$ cat config.mk
export PLATFORM = sky130hd
export DESIGN_NAME = prng_multi_iom_flat
export DESIGN_NICKNAME = d
export VERILOG_FILES = /design/src/rtl/prng_multi_iom_if.sv /design/src/rtl/prng_multi_iom.sv /design/src/flat_wrapper.sv
export SDC_FILE = /design/constraint.sdc
export NUM_CORES = 1
export LEC_CHECK = 0
export ABC_CLOCK_PERIOD_IN_PS = 3270
export BUFFER_PORTS_ARGS = -buffer_cell sky130_fd_sc_hd__buf_2
export CELL_PAD_IN_SITES_DETAIL_PLACEMENT = 1
export CELL_PAD_IN_SITES_GLOBAL_PLACEMENT = 1
export CORE_UTILIZATION = 54
export CTS_CLUSTER_DIAMETER = 80
export DETAILED_ROUTE_END_ITERATION = 6
export GPL_TIMING_DRIVEN = 1
export PLACE_DENSITY = 0.78
export SETUP_SLACK_MARGIN = 0.4
export SYNTH_ARGS = -nofsm -noshare
export SYNTH_HDL_FRONTEND = slang
export SYNTH_SLANG_ARGS = --single-unit
$ cat constraint.sdc
create_clock -name clk -period 3.27 [get_ports clk]
set_input_delay 0.327 -clock clk [delete_from_list [all_inputs] [get_ports clk]]
set_output_delay 0.327 -clock clk [all_outputs]
set_load 0.01 [all_outputs]
$ cat src/rtl/prng_multi_iom_if.sv
// MCS IO bus bundle for the multi-channel PRNG peripheral.
// master drives the strobes and address/data; slave answers.
interface prng_multi_iom_if;
  logic        io_addr_strobe;
  logic        io_read_strobe;
  logic        io_write_strobe;
  logic [11:0] io_address;
  logic [3:0]  io_byte_enable;
  logic [31:0] io_write_data;
  logic [31:0] io_read_data;
  logic        io_ready;

  modport master (
    output io_addr_strobe, io_read_strobe, io_write_strobe,
    output io_address, io_byte_enable, io_write_data,
    input  io_read_data, io_ready
  );

  modport slave (
    input  io_addr_strobe, io_read_strobe, io_write_strobe,
    input  io_address, io_byte_enable, io_write_data,
    output io_read_data, io_ready
  );
endinterface

$ cat src/rtl/prng_multi_iom.sv
// NCHAN xorshift32 generators with prefetch FIFOs on the MCS IO bus.
// Define PRNG_MULTI_IOM_COUNT_EN for per-channel pop counters at +16.
module prng_multi_iom #(
  parameter int NCHAN      = 4,
  parameter int FIFO_DEPTH = 4
) (
  input logic           clk,
  input logic           rst,
  prng_multi_iom_if.slave bus
);
  localparam int AW  = $clog2(FIFO_DEPTH);
  localparam int CW  = 5;
  localparam int CHW = (NCHAN > 1) ? $clog2(NCHAN) : 1;

  function automatic logic [31:0] xs(input logic [31:0] x);
    logic [31:0] y;
    y = x ^ (x << 13);
    y = y ^ (y >> 17);
    y = y ^ (y << 5);
    return y;
  endfunction

  logic [31:0]   r_seed [NCHAN];
  logic [31:0]   r_x    [NCHAN];
  logic [31:0]   r_mem  [NCHAN][FIFO_DEPTH];
  logic [AW-1:0] r_wp   [NCHAN];
  logic [AW-1:0] r_rp   [NCHAN];
  logic [CW-1:0] r_cnt  [NCHAN];
  logic          r_en   [NCHAN];
  logic          r_pend;
  logic [CHW-1:0] r_pch;
  logic          r_ready;
  logic [31:0]   r_rdata;

  logic [6:0]     w_ch;
  logic [CHW-1:0] w_c;
  logic [4:0]     w_off;
  logic           w_chv, w_acc, w_rd, w_wr, w_stall;
  logic [31:0]    w_rmux, w_cval, w_wdata, w_seedv;
  logic           w_full   [NCHAN];
  logic           w_empty  [NCHAN];
  logic           w_seedwr [NCHAN];
  logic           w_ctrlwr [NCHAN];
  logic           w_push   [NCHAN];
  logic           w_pop    [NCHAN];
  logic [31:0]    w_next   [NCHAN];
  logic [31:0]    w_head   [NCHAN];
  logic           w_unused;

  assign w_unused = ^{bus.io_write_strobe, bus.io_byte_enable};

  assign w_ch    = bus.io_address[11:5];
  assign w_c     = w_ch[CHW-1:0];
  assign w_off   = bus.io_address[4:0];
  assign w_chv   = w_ch < 7'(NCHAN);
  assign w_acc   = bus.io_addr_strobe && !r_pend;
  assign w_rd    = w_acc && bus.io_read_strobe;
  assign w_wr    = w_acc && !bus.io_read_strobe;
  assign w_wdata = bus.io_write_data;
  // Zero is the xorshift fixed point, so it is never stored.
  assign w_seedv = (w_wdata == 32'h0) ? 32'h1 : w_wdata;

  always_comb begin
    for (int c = 0; c < NCHAN; c++) begin
      w_full[c]   = r_cnt[c] == CW'(FIFO_DEPTH);
      w_empty[c]  = r_cnt[c] == '0;
      w_next[c]   = xs(r_x[c]);
      w_head[c]   = r_mem[c][r_rp[c]];
      w_seedwr[c] = w_wr && w_chv && (w_c == CHW'(c)) && (w_off == 5'd0);
      w_ctrlwr[c] = w_wr && w_chv && (w_c == CHW'(c)) && (w_off == 5'd8);
      w_push[c]   = r_en[c] && !w_full[c] && !w_seedwr[c];
      w_pop[c]    = (w_rd && w_chv && (w_c == CHW'(c))
                     && (w_off == 5'd4) && !w_empty[c])
                  || (r_pend && (r_pch == CHW'(c)) && !w_empty[c]);
    end
  end

`ifdef PRNG_MULTI_IOM_COUNT_EN
  logic [31:0] r_pops [NCHAN];

  always_ff @(posedge clk) begin
    for (int c = 0; c < NCHAN; c++) begin
      if (rst) begin
        r_pops[c] <= '0;
      end else if (w_seedwr[c] || (w_wr && w_chv
                   && (w_c == CHW'(c)) && (w_off == 5'd16))) begin
        r_pops[c] <= '0;
      end else if (w_pop[c]) begin
        r_pops[c] <= r_pops[c] + 32'd1;
      end
    end
  end

  assign w_cval = r_pops[w_c];
`else
  assign w_cval = 32'h0;
`endif

  always_ff @(posedge clk) begin
    for (int c = 0; c < NCHAN; c++) begin
      if (rst) begin
        r_seed[c] <= 32'h1;
        r_x[c]    <= 32'h1;
        r_wp[c]   <= '0;
        r_rp[c]   <= '0;
        r_cnt[c]  <= '0;
        r_en[c]   <= 1'b0;
      end else begin
        if (w_seedwr[c]) begin
          r_seed[c] <= w_seedv;
          r_x[c]    <= w_seedv;
          r_wp[c]   <= '0;
          r_rp[c]   <= '0;
          r_cnt[c]  <= '0;
        end else begin
          if (w_push[c]) begin
            r_mem[c][r_wp[c]] <= w_next[c];
            r_x[c]            <= w_next[c];
            r_wp[c]           <= r_wp[c] + 1'b1;
          end
          if (w_pop[c]) r_rp[c] <= r_rp[c] + 1'b1;
          if (w_push[c] && !w_pop[c]) r_cnt[c] <= r_cnt[c] + 5'd1;
          if (!w_push[c] && w_pop[c]) r_cnt[c] <= r_cnt[c] - 5'd1;
        end
        if (w_ctrlwr[c]) r_en[c] <= w_wdata[0];
      end
    end
  end

  always_comb begin
    w_rmux = '0;
    if (w_chv) begin
      unique case (1'b1)
        (w_off == 5'd0):  w_rmux = r_seed[w_c];
        (w_off == 5'd4):  w_rmux = w_empty[w_c] ? 32'h0 : w_head[w_c];
        (w_off == 5'd8):  w_rmux = {31'h0, r_en[w_c]};
        (w_off == 5'd12): w_rmux = {22'h0, w_full[w_c], w_empty[w_c],
                                    3'h0, r_cnt[w_c]};
        (w_off == 5'd16): w_rmux = w_cval;
        default:          w_rmux = '0;
      endcase
    end
  end

  assign w_stall = w_rd && w_chv && (w_off == 5'd4)
                && w_empty[w_c] && r_en[w_c];

  always_ff @(posedge clk) begin
    if (rst) begin
      r_ready <= 1'b0;
      r_rdata <= '0;
      r_pend  <= 1'b0;
      r_pch   <= '0;
    end else begin
      r_ready <= 1'b0;
      if (r_pend) begin
        if (!w_empty[r_pch]) begin
          r_ready <= 1'b1;
          r_rdata <= w_head[r_pch];
          r_pend  <= 1'b0;
        end
      end else if (bus.io_addr_strobe) begin
        if (w_stall) begin
          r_pend <= 1'b1;
          r_pch  <= w_c;
        end else begin
          r_ready <= 1'b1;
          if (w_rd) r_rdata <= w_rmux;
        end
      end
    end
  end

  assign bus.io_ready     = r_ready;
  assign bus.io_read_data = r_rdata;
endmodule

$ cat src/flat_wrapper.sv
// flat-port wrapper written by rule: the top's interface ports become plain ports
module prng_multi_iom_flat 
#(
  parameter int NCHAN      = 4,
  parameter int FIFO_DEPTH = 4
)
  (clk, rst, bus_io_addr_strobe, bus_io_read_strobe, bus_io_write_strobe, bus_io_address, bus_io_byte_enable, bus_io_write_data, bus_io_read_data, bus_io_ready);
  prng_multi_iom_if bus_i ();
  input logic clk;
  input logic rst;
  input wire logic [$bits(bus_i.io_addr_strobe)-1:0] bus_io_addr_strobe;
  input wire logic [$bits(bus_i.io_read_strobe)-1:0] bus_io_read_strobe;
  input wire logic [$bits(bus_i.io_write_strobe)-1:0] bus_io_write_strobe;
  input wire logic [$bits(bus_i.io_address)-1:0] bus_io_address;
  input wire logic [$bits(bus_i.io_byte_enable)-1:0] bus_io_byte_enable;
  input wire logic [$bits(bus_i.io_write_data)-1:0] bus_io_write_data;
  output wire logic [$bits(bus_i.io_read_data)-1:0] bus_io_read_data;
  output wire logic [$bits(bus_i.io_ready)-1:0] bus_io_ready;
  assign bus_i.io_addr_strobe = bus_io_addr_strobe;
  assign bus_i.io_read_strobe = bus_io_read_strobe;
  assign bus_i.io_write_strobe = bus_io_write_strobe;
  assign bus_i.io_address = bus_io_address;
  assign bus_i.io_byte_enable = bus_io_byte_enable;
  assign bus_i.io_write_data = bus_io_write_data;
  assign bus_io_read_data = bus_i.io_read_data;
  assign bus_io_ready = bus_i.io_ready;
  prng_multi_iom #(.NCHAN(NCHAN), .FIFO_DEPTH(FIFO_DEPTH)) u_core (.clk(clk), .rst(rst), .bus(bus_i));
endmodule
==> results of run 1 <==
==> worst min-delay path by stage <==
stage / start / to / cells after the start
final: bus_io_write_data[1] / u_core.r_seed[3][1] / 2
after floorplan: bus_io_addr_strobe / u_core.bus.io_ready / 2
after detailed placement: u_core.bus.io_read_data[1] / u_core.bus.io_read_data[1] / 2
after global routing: bus_io_write_data[1] / u_core.r_seed[3][1] / 2
after global placement: u_core.bus.io_read_data[1] / u_core.bus.io_read_data[1] / 2
after CTS: bus_io_write_data[1] / u_core.r_seed[3][1] / 2
==> power by group through the flow <==
stage	clock [mW]	sequential (mW)	combinational (mW)
after floorplan	0	14.2	3.04
after global placement	0	14.3	4.40
after detailed placement	0	14.4	4.73
after CTS	10.4	14.2	4.85
after global routing	10.7	14.2	5.26
final	10.3	14.2	5.04
==> kinds of logic after synthesis <==
group | Yosys count
simple gates | 456
buf+inv | 177
flops | 844
fa+ha+maj | 28
compound gates | 379
mux | 173
xor+xnor | 275
==> worst max-delay path, delay by kind of cell, from the launching register on <==
kind | cells | cell delay (ns)
AND/OR/NAND/NOR | 2 | 0.75
multiplexers | 1 | 0.55
flip-flops | 1 | 0.48
buffers and inverters | 3 | 0.47
AO/OA/AOI/OAI | 2 | 0.32
adder cells (fa/ha/maj) | 1 | 0.17
==> synthesized netlist by cell type, types with 27 or more instances <==
cell type,number
nor2_1,63
a21o_1,128
a22oi_1,133
nor3_1,61
dfxtp_1,36
xnor2_1,193
edfxtp_1,808
mux4_2,168
and2_1,134
nand2_1,57
clkbuf_1,96
xor2_1,82
ha_1,28
nor2b_1,31
buf_2,27
a21oi_1,52
inv_1,40
==> cell type report <==
cell class / instances / area share
Sequential cell: 844 / 0.5842
Timing Repair Buffer: 169 / 0.03227
Multi-Input combinational cell: 1312 / 0.2838
Clock inverter: 51 / 0.01270
Clock buffer: 112 / 0.05600
Tap cell: 931 / 0.02724
Inverter: 44 / 0.003862
==> cells in the final DEF, fill, tap and decap left out, types with 7 or more instances in the layout <==
master	synthesis	final
o21ai_0	7	7
buf_2	27	79
nand4_1	7	7
nor2_1	63	57
buf_12	0	20
nand2_1	57	56
xor2_1	82	82
dfxtp_1	36	36
inv_1	40	38
edfxtp_1	808	808
clkbuf_16	0	93
xnor2_1	193	193
and3_1	19	19
clkinv_2	0	19
clkinv_1	1	15
a2111oi_1	0	7
nand3_1	18	18
nor3_1	61	57
buf_4	3	65
nand2b_1	7	7
or3_1	10	10
a21o_1	128	128
nor2b_1	31	28
and2_1	134	131
nor4_1	19	19
clkbuf_1	96	16
a2111oi_0	24	9
a2111oi_2	0	7
ha_1	28	28
a22oi_1	133	133
bufinv_16	0	11
mux4_2	168	168
a21oi_1	52	50
==> layer usage <==
metal / GRT usage / part of all wire / vias to the layer above
li1: - / - / 9370
met1: 0.4588 / 0.35 / 12180
met2: 0.5513 / 0.46 / 1567
met3: 0.08725 / 0.11 / 341
met4: 0.2120 / 0.071 / 6
met5: 0 / 0.00037 / -
==> state kept, by name, indices dropped and copies added (netlist names) <==
register / count
u_core.r_en: 4
u_core.r_seed: 128
u_core.bus.io_ready: 1
u_core.r_rp: 8
u_core.r_mem: 512
u_core.r_pend: 1
u_core.r_cnt: 20
u_core.r_pch: 2
u_core.bus.io_read_data: 32
u_core.r_wp: 8
u_core.r_x: 128
==> what timing repair did <==
action,in CTS,in global routing
endpoints found under the setup margin,161,222
hold endpoints to repair,1,0
hold buffers,1,0
cloned,0,4
pin swaps,0,6
buffers inserted,0,12
resized for setup,24,24
==> impl_metrics.ini, run 1 <==
[synth]
syn-cell-area_um2 = 37620
yosysSeqAreaShare = 0.6641
postSynth.asyncResetShare = 0
synth_top_family_by_area = multiplexers
synth_area_leaders = edfxtp_1 64%, mux4_2 10%, xnor2_1 4.5%
syn_nets = 2413
syn_inst = 2332
synthAdderAreaFrac = 0.009312
yosysUniqueCellTypes = 64
syn_avg_cell_area_um2 = 16.13
synthSimpleGateAreaFrac = 0.06781
synthMuxAreaShare = 0.1019
synth_compound_area_frac = 0.07343
synth_top_area_frac = 0.6449
synth-edff-count = 808
synth_top_area_cell = edfxtp_1
ys_ff_latch = 844
yosys_warnings = 0
synthFlopType = edfxtp_1
synth-xor-area-share = 0.06402

[floorplan]
initial_utilization = 0.5476
ios = 86
core_area_um2 = 68710
die_w_um = 266.0
die_y_um = 266.0
rows = 96
dieArea_um2 = 70730

[drt]
routed-via-count = 23470
drt-initial-drc-count = 2955
routed_wl_um = 125700
via_per_inst = 6.777
drtPass1Iterations = 6
antenna_left = 0
avgRoutedWirePerCell_um = 36.29
drcViolationCount = 0

[finish]
insertedDiodeCount = 0
multi_input_area_um2 = 12140
drive_gt1_frac = 0.2070
layout.cells.non_filler = 3463
fin_area_um2 = 42770
seqCellArea_um2 = 24980
finish.utilization = 0.6225
area_growth_syn_to_layout_pct = 13.68
fill_cells = 6085
nets = 2539

[setup_path]
rrSetupSlack_ns = 0.45
end_kind = register
critPathMaxStageDelay_ns = 0.55
path_cells = inv_2 > ha_1 > or4b_4 > mux4_2 > a22oi_2 > buf_6 > buf_12 > a2111oi_0 > nor3_1
crit_end = u_core.bus.io_read_data[14]
critPathLaunch = u_core.r_cnt[3][0]
r2r_start = u_core.r_cnt[3][0]
crit_fanout = 8
cp.arrival_ns = 3.39
critPathRequiredTime_ns = 3.84
start_kind = register
r2r_cells = 9
criticalPathCategory = reg -> reg
critPathSlowestCell = mux4_2
rr_endpoint = u_core.bus.io_read_data[14]

[timing]
hold_ws_ns = 0.1309
drv_slew = 0
fin_ws_ns = 0.4493
tns_ns = 0
fin_worst_skew_ns = 0.02614
tightestPinTransition_ns = 0.9587
min_period_ns = 2.821
hold_viol = 0
relSlewSlack = 0.3563
fin_crit_sh = 0.8626
max_freq_mhz = 354.5
rsz0062_at_grt = true
setup_viol = 0

[global_routing]
track_usage = 0.3560
grt_max_degree = 39
grt_pass1_wl_um = 175800
grt-ovfl-total = 0
grt_pass1_vias = 23940
antenna_found_initial = 6

[placement]
dp_hpwl_um = 82400
place_ws_ns = 0.1691
post_dp_cell_area_um2 = 39460
numPortBuffers = 80
routabilityCongestion = 0.9162
dpl.cell_count = 3283

[pwr]
sw_frac_of_total = 0.2774
p_int_mw = 21.37
power_frac_comb = 0.170
pwr_density_cell_nw_per_um2 = 691.4
pwr-share-seq = 0.480
p_leak_nw = 15.40
report.power.total_mw = 29.57
vdd_ir_drop_max_mv = 0.4566
power_frac_clock = 0.350
p_switching_mw = 8.203

[min_path]
min_path_type = in -> reg

[clock_tree]
cts_buffer_depth = 3
clk_latency_ns = 0.65
cts_root_buffer = clkbuf_16
clock-sinks = 844
cts_max_level = 3
clkTransAtPathRegs_ns = 0.06
cts_tree = done
numCtsBuffers = 87

[run_status]
status = complete, no violations

[flow_run]
cap_violations = 0
(Power assumes the default switching activity.)
==> run 2: changes to the inputs <==
--- a/config.mk
+++ b/config.mk
@@ -9,11 +9,11 @@
 export BUFFER_PORTS_ARGS = -buffer_cell sky130_fd_sc_hd__buf_2
 export CELL_PAD_IN_SITES_DETAIL_PLACEMENT = 1
 export CELL_PAD_IN_SITES_GLOBAL_PLACEMENT = 1
-export CORE_UTILIZATION = 54
+export CORE_UTILIZATION = 50
 export CTS_CLUSTER_DIAMETER = 80
 export DETAILED_ROUTE_END_ITERATION = 6
 export GPL_TIMING_DRIVEN = 1
-export PLACE_DENSITY = 0.78
+export PLACE_DENSITY = 0.73
 export SETUP_SLACK_MARGIN = 0.4
 export SYNTH_ARGS = -nofsm -noshare
 export SYNTH_HDL_FRONTEND = slang
==> run 2 against run 1 <==
Cell count up 1.5%; cell area up 0.31%; count of clock-buffer cells in the layout up 9; die area up 7.9%; critical path type unchanged; critical endpoint is now u_core.bus.io_read_data[18]; largest power group unchanged.
==> impl_metrics.ini, run 2 (synthesis gave the netlist of run 1 again) <==
[drt]
avgRoutedWirePerCell_um = 34.47
routed_wl_um = 121100
drcViolationCount = 0
routed-via-count = 22950
antenna_left = 0
via_per_inst = 6.530
drt-initial-drc-count = 3062
drtPass1Iterations = 5

[global_routing]
grt_max_degree = 41
grt_pass1_vias = 23170
antenna_found_initial = 7
grt_pass1_wl_um = 169500
grt-ovfl-total = 0
track_usage = 0.3139

[pwr]
p_leak_nw = 15.45
pwr_density_cell_nw_per_um2 = 685.2
vdd_ir_drop_max_mv = 0.5044

[clock_tree]
cts_root_buffer = clkbuf_16
numCtsBuffers = 89
cts_max_level = 3
clk_latency_ns = 0.66
clock-sinks = 844
clkTransAtPathRegs_ns = 0.06
cts_buffer_depth = 3
cts_tree = done

[setup_path]
end_kind = register
critPathSlowestCell = mux4_2
crit_fanout = 8
criticalPathCategory = reg -> reg
start_kind = register
critPathRequiredTime_ns = 3.83
path_cells = inv_1 > ha_1 > or4b_4 > mux4_2 > a22oi_2 > buf_6 > clkbuf_16 > a2111oi_0 > nor3_1
critPathMaxStageDelay_ns = 0.54
cp.arrival_ns = 3.38

[finish]
multi_input_area_um2 = 12070
largest_register_ffs = 512
mostFrequentLayoutCells = 808 x edfxtp_1, 193 x xnor2_1, 168 x mux4_2, 133 x a22oi_1, 131 x and2_1
final_common_cell = edfxtp_1
area_growth_syn_to_layout_pct = 14.02
seqCellArea_um2 = 24980
fill_cells = 6774
layout.cells.non_filler = 3514
drive_gt1_frac = 0.2087
fin_area_um2 = 42900
nets = 2551

[placement]
dp_hpwl_um = 83410
numPortBuffers = 80
routabilityCongestion = 0.9086
post_dp_cell_area_um2 = 39680
dpl.cell_count = 3332

[timing]
setup_viol = 0
drv_slew = 0
relSlewSlack = 0.2414
hold_viol = 0
hold_ws_ns = 0.1142
max_freq_mhz = 355.0
tns_ns = 0
fin_crit_sh = 0.8616
tightestPinTransition_ns = 1.136
fin_worst_skew_ns = 0.02900
rsz0062_at_grt = false
min_period_ns = 2.817

[min_path]
min_path_type = in -> reg

[floorplan]
dieArea_um2 = 76340
die_w_um = 276.3
initial_utilization = 0.5054
ios = 86
core_area_um2 = 74450
die_y_um = 276.3
rows = 100

[run_status]
status = complete, no violations

[flow_run]
cap_violations = 0
-- run 2: cell types whose count changed in the layout (fill, tap and decap cells not counted), moves of 3 or more --
cell,delta
a2111oi_2,-3
and2_4,-4
clkinv_1,-4
clkbuf_1,+8
and2_2,+3
a2111oi_1,-5
a2111oi_0,+9
clkinv_2,-5
buf_12,+5
buf_4,+5
-- run 2: routing by layer --
metal  up-vias  GRT usage  routed length (um)
met5         -          0                  28
met4         4     0.1517                6306
met3       248    0.05873               12110
met2      1356     0.4824               55570
met1     11940     0.4344               47110
li1       9397          -                   -
-- run 2: path summary, 6_finish.rpt --
kind	startpoint	endpoint	slack, ns	depth (start not counted)
worst max-delay path	u_core.r_cnt[1][0]	u_core.bus.io_read_data[18]	0.45	9
worst min-delay path	bus_io_write_data[2]	u_core.r_seed[3][2]	0.11	2
worst max register to register	u_core.r_cnt[1][0]	u_core.bus.io_read_data[18]	0.45	9
worst min register to register	u_core.bus.io_read_data[0]	u_core.bus.io_read_data[0]	0.49	2
-- run 2: cell type report --
type / instances / share of cell area
Clock buffer: 121 / 0.05711
Tap cell: 969 / 0.02826
Timing Repair Buffer: 180 / 0.03532
Inverter: 44 / 0.003850
Multi-Input combinational cell: 1311 / 0.2814
Antenna cell: 1 / 0.00005833
Clock inverter: 44 / 0.01158
Sequential cell: 844 / 0.5824
-- run 2: worst max-delay path: cells and delay by family (launching register included) --
kind	cells	cell delay, ns
AO/OA/AOI/OAI	2	0.33
adder cells (fa/ha/maj)	1	0.19
buffers and inverters	3	0.47
flip-flops	1	0.44
multiplexers	1	0.54
AND/OR/NAND/NOR	2	0.75
-- run 2: repair_timing --
| action | in CTS | in global routing |
|---|---|---|
| cloned | 0 | 3 |
| hold endpoints to repair | 1 | 0 |
| buffers inserted | 0 | 12 |
| pin swaps | 1 | 3 |
| setup endpoints to repair | 12 | 192 |
| resized for setup | 11 | 16 |
| hold buffers | 1 | 0 |
-- run 2: report_power, final --
part	internal [mW]	switching, mW
Sequential	13.8	0.376
Combinational	1.57	3.39
Clock	5.99	4.30
-- run 2: through the flow --
step / utilization / power (mW) / setup WS [ns]
after floorplan: - / 17.24 / 0.7081
after global placement: 0.5330 / 18.79 / 0.08348
after detailed placement: 0.5330 / 19.14 / 0.06052
after CTS: 0.5732 / 29.36 / 0.3920
after global routing: 0.5762 / 30.15 / 0.3833
final: 0.5762 / 29.40 / 0.4527
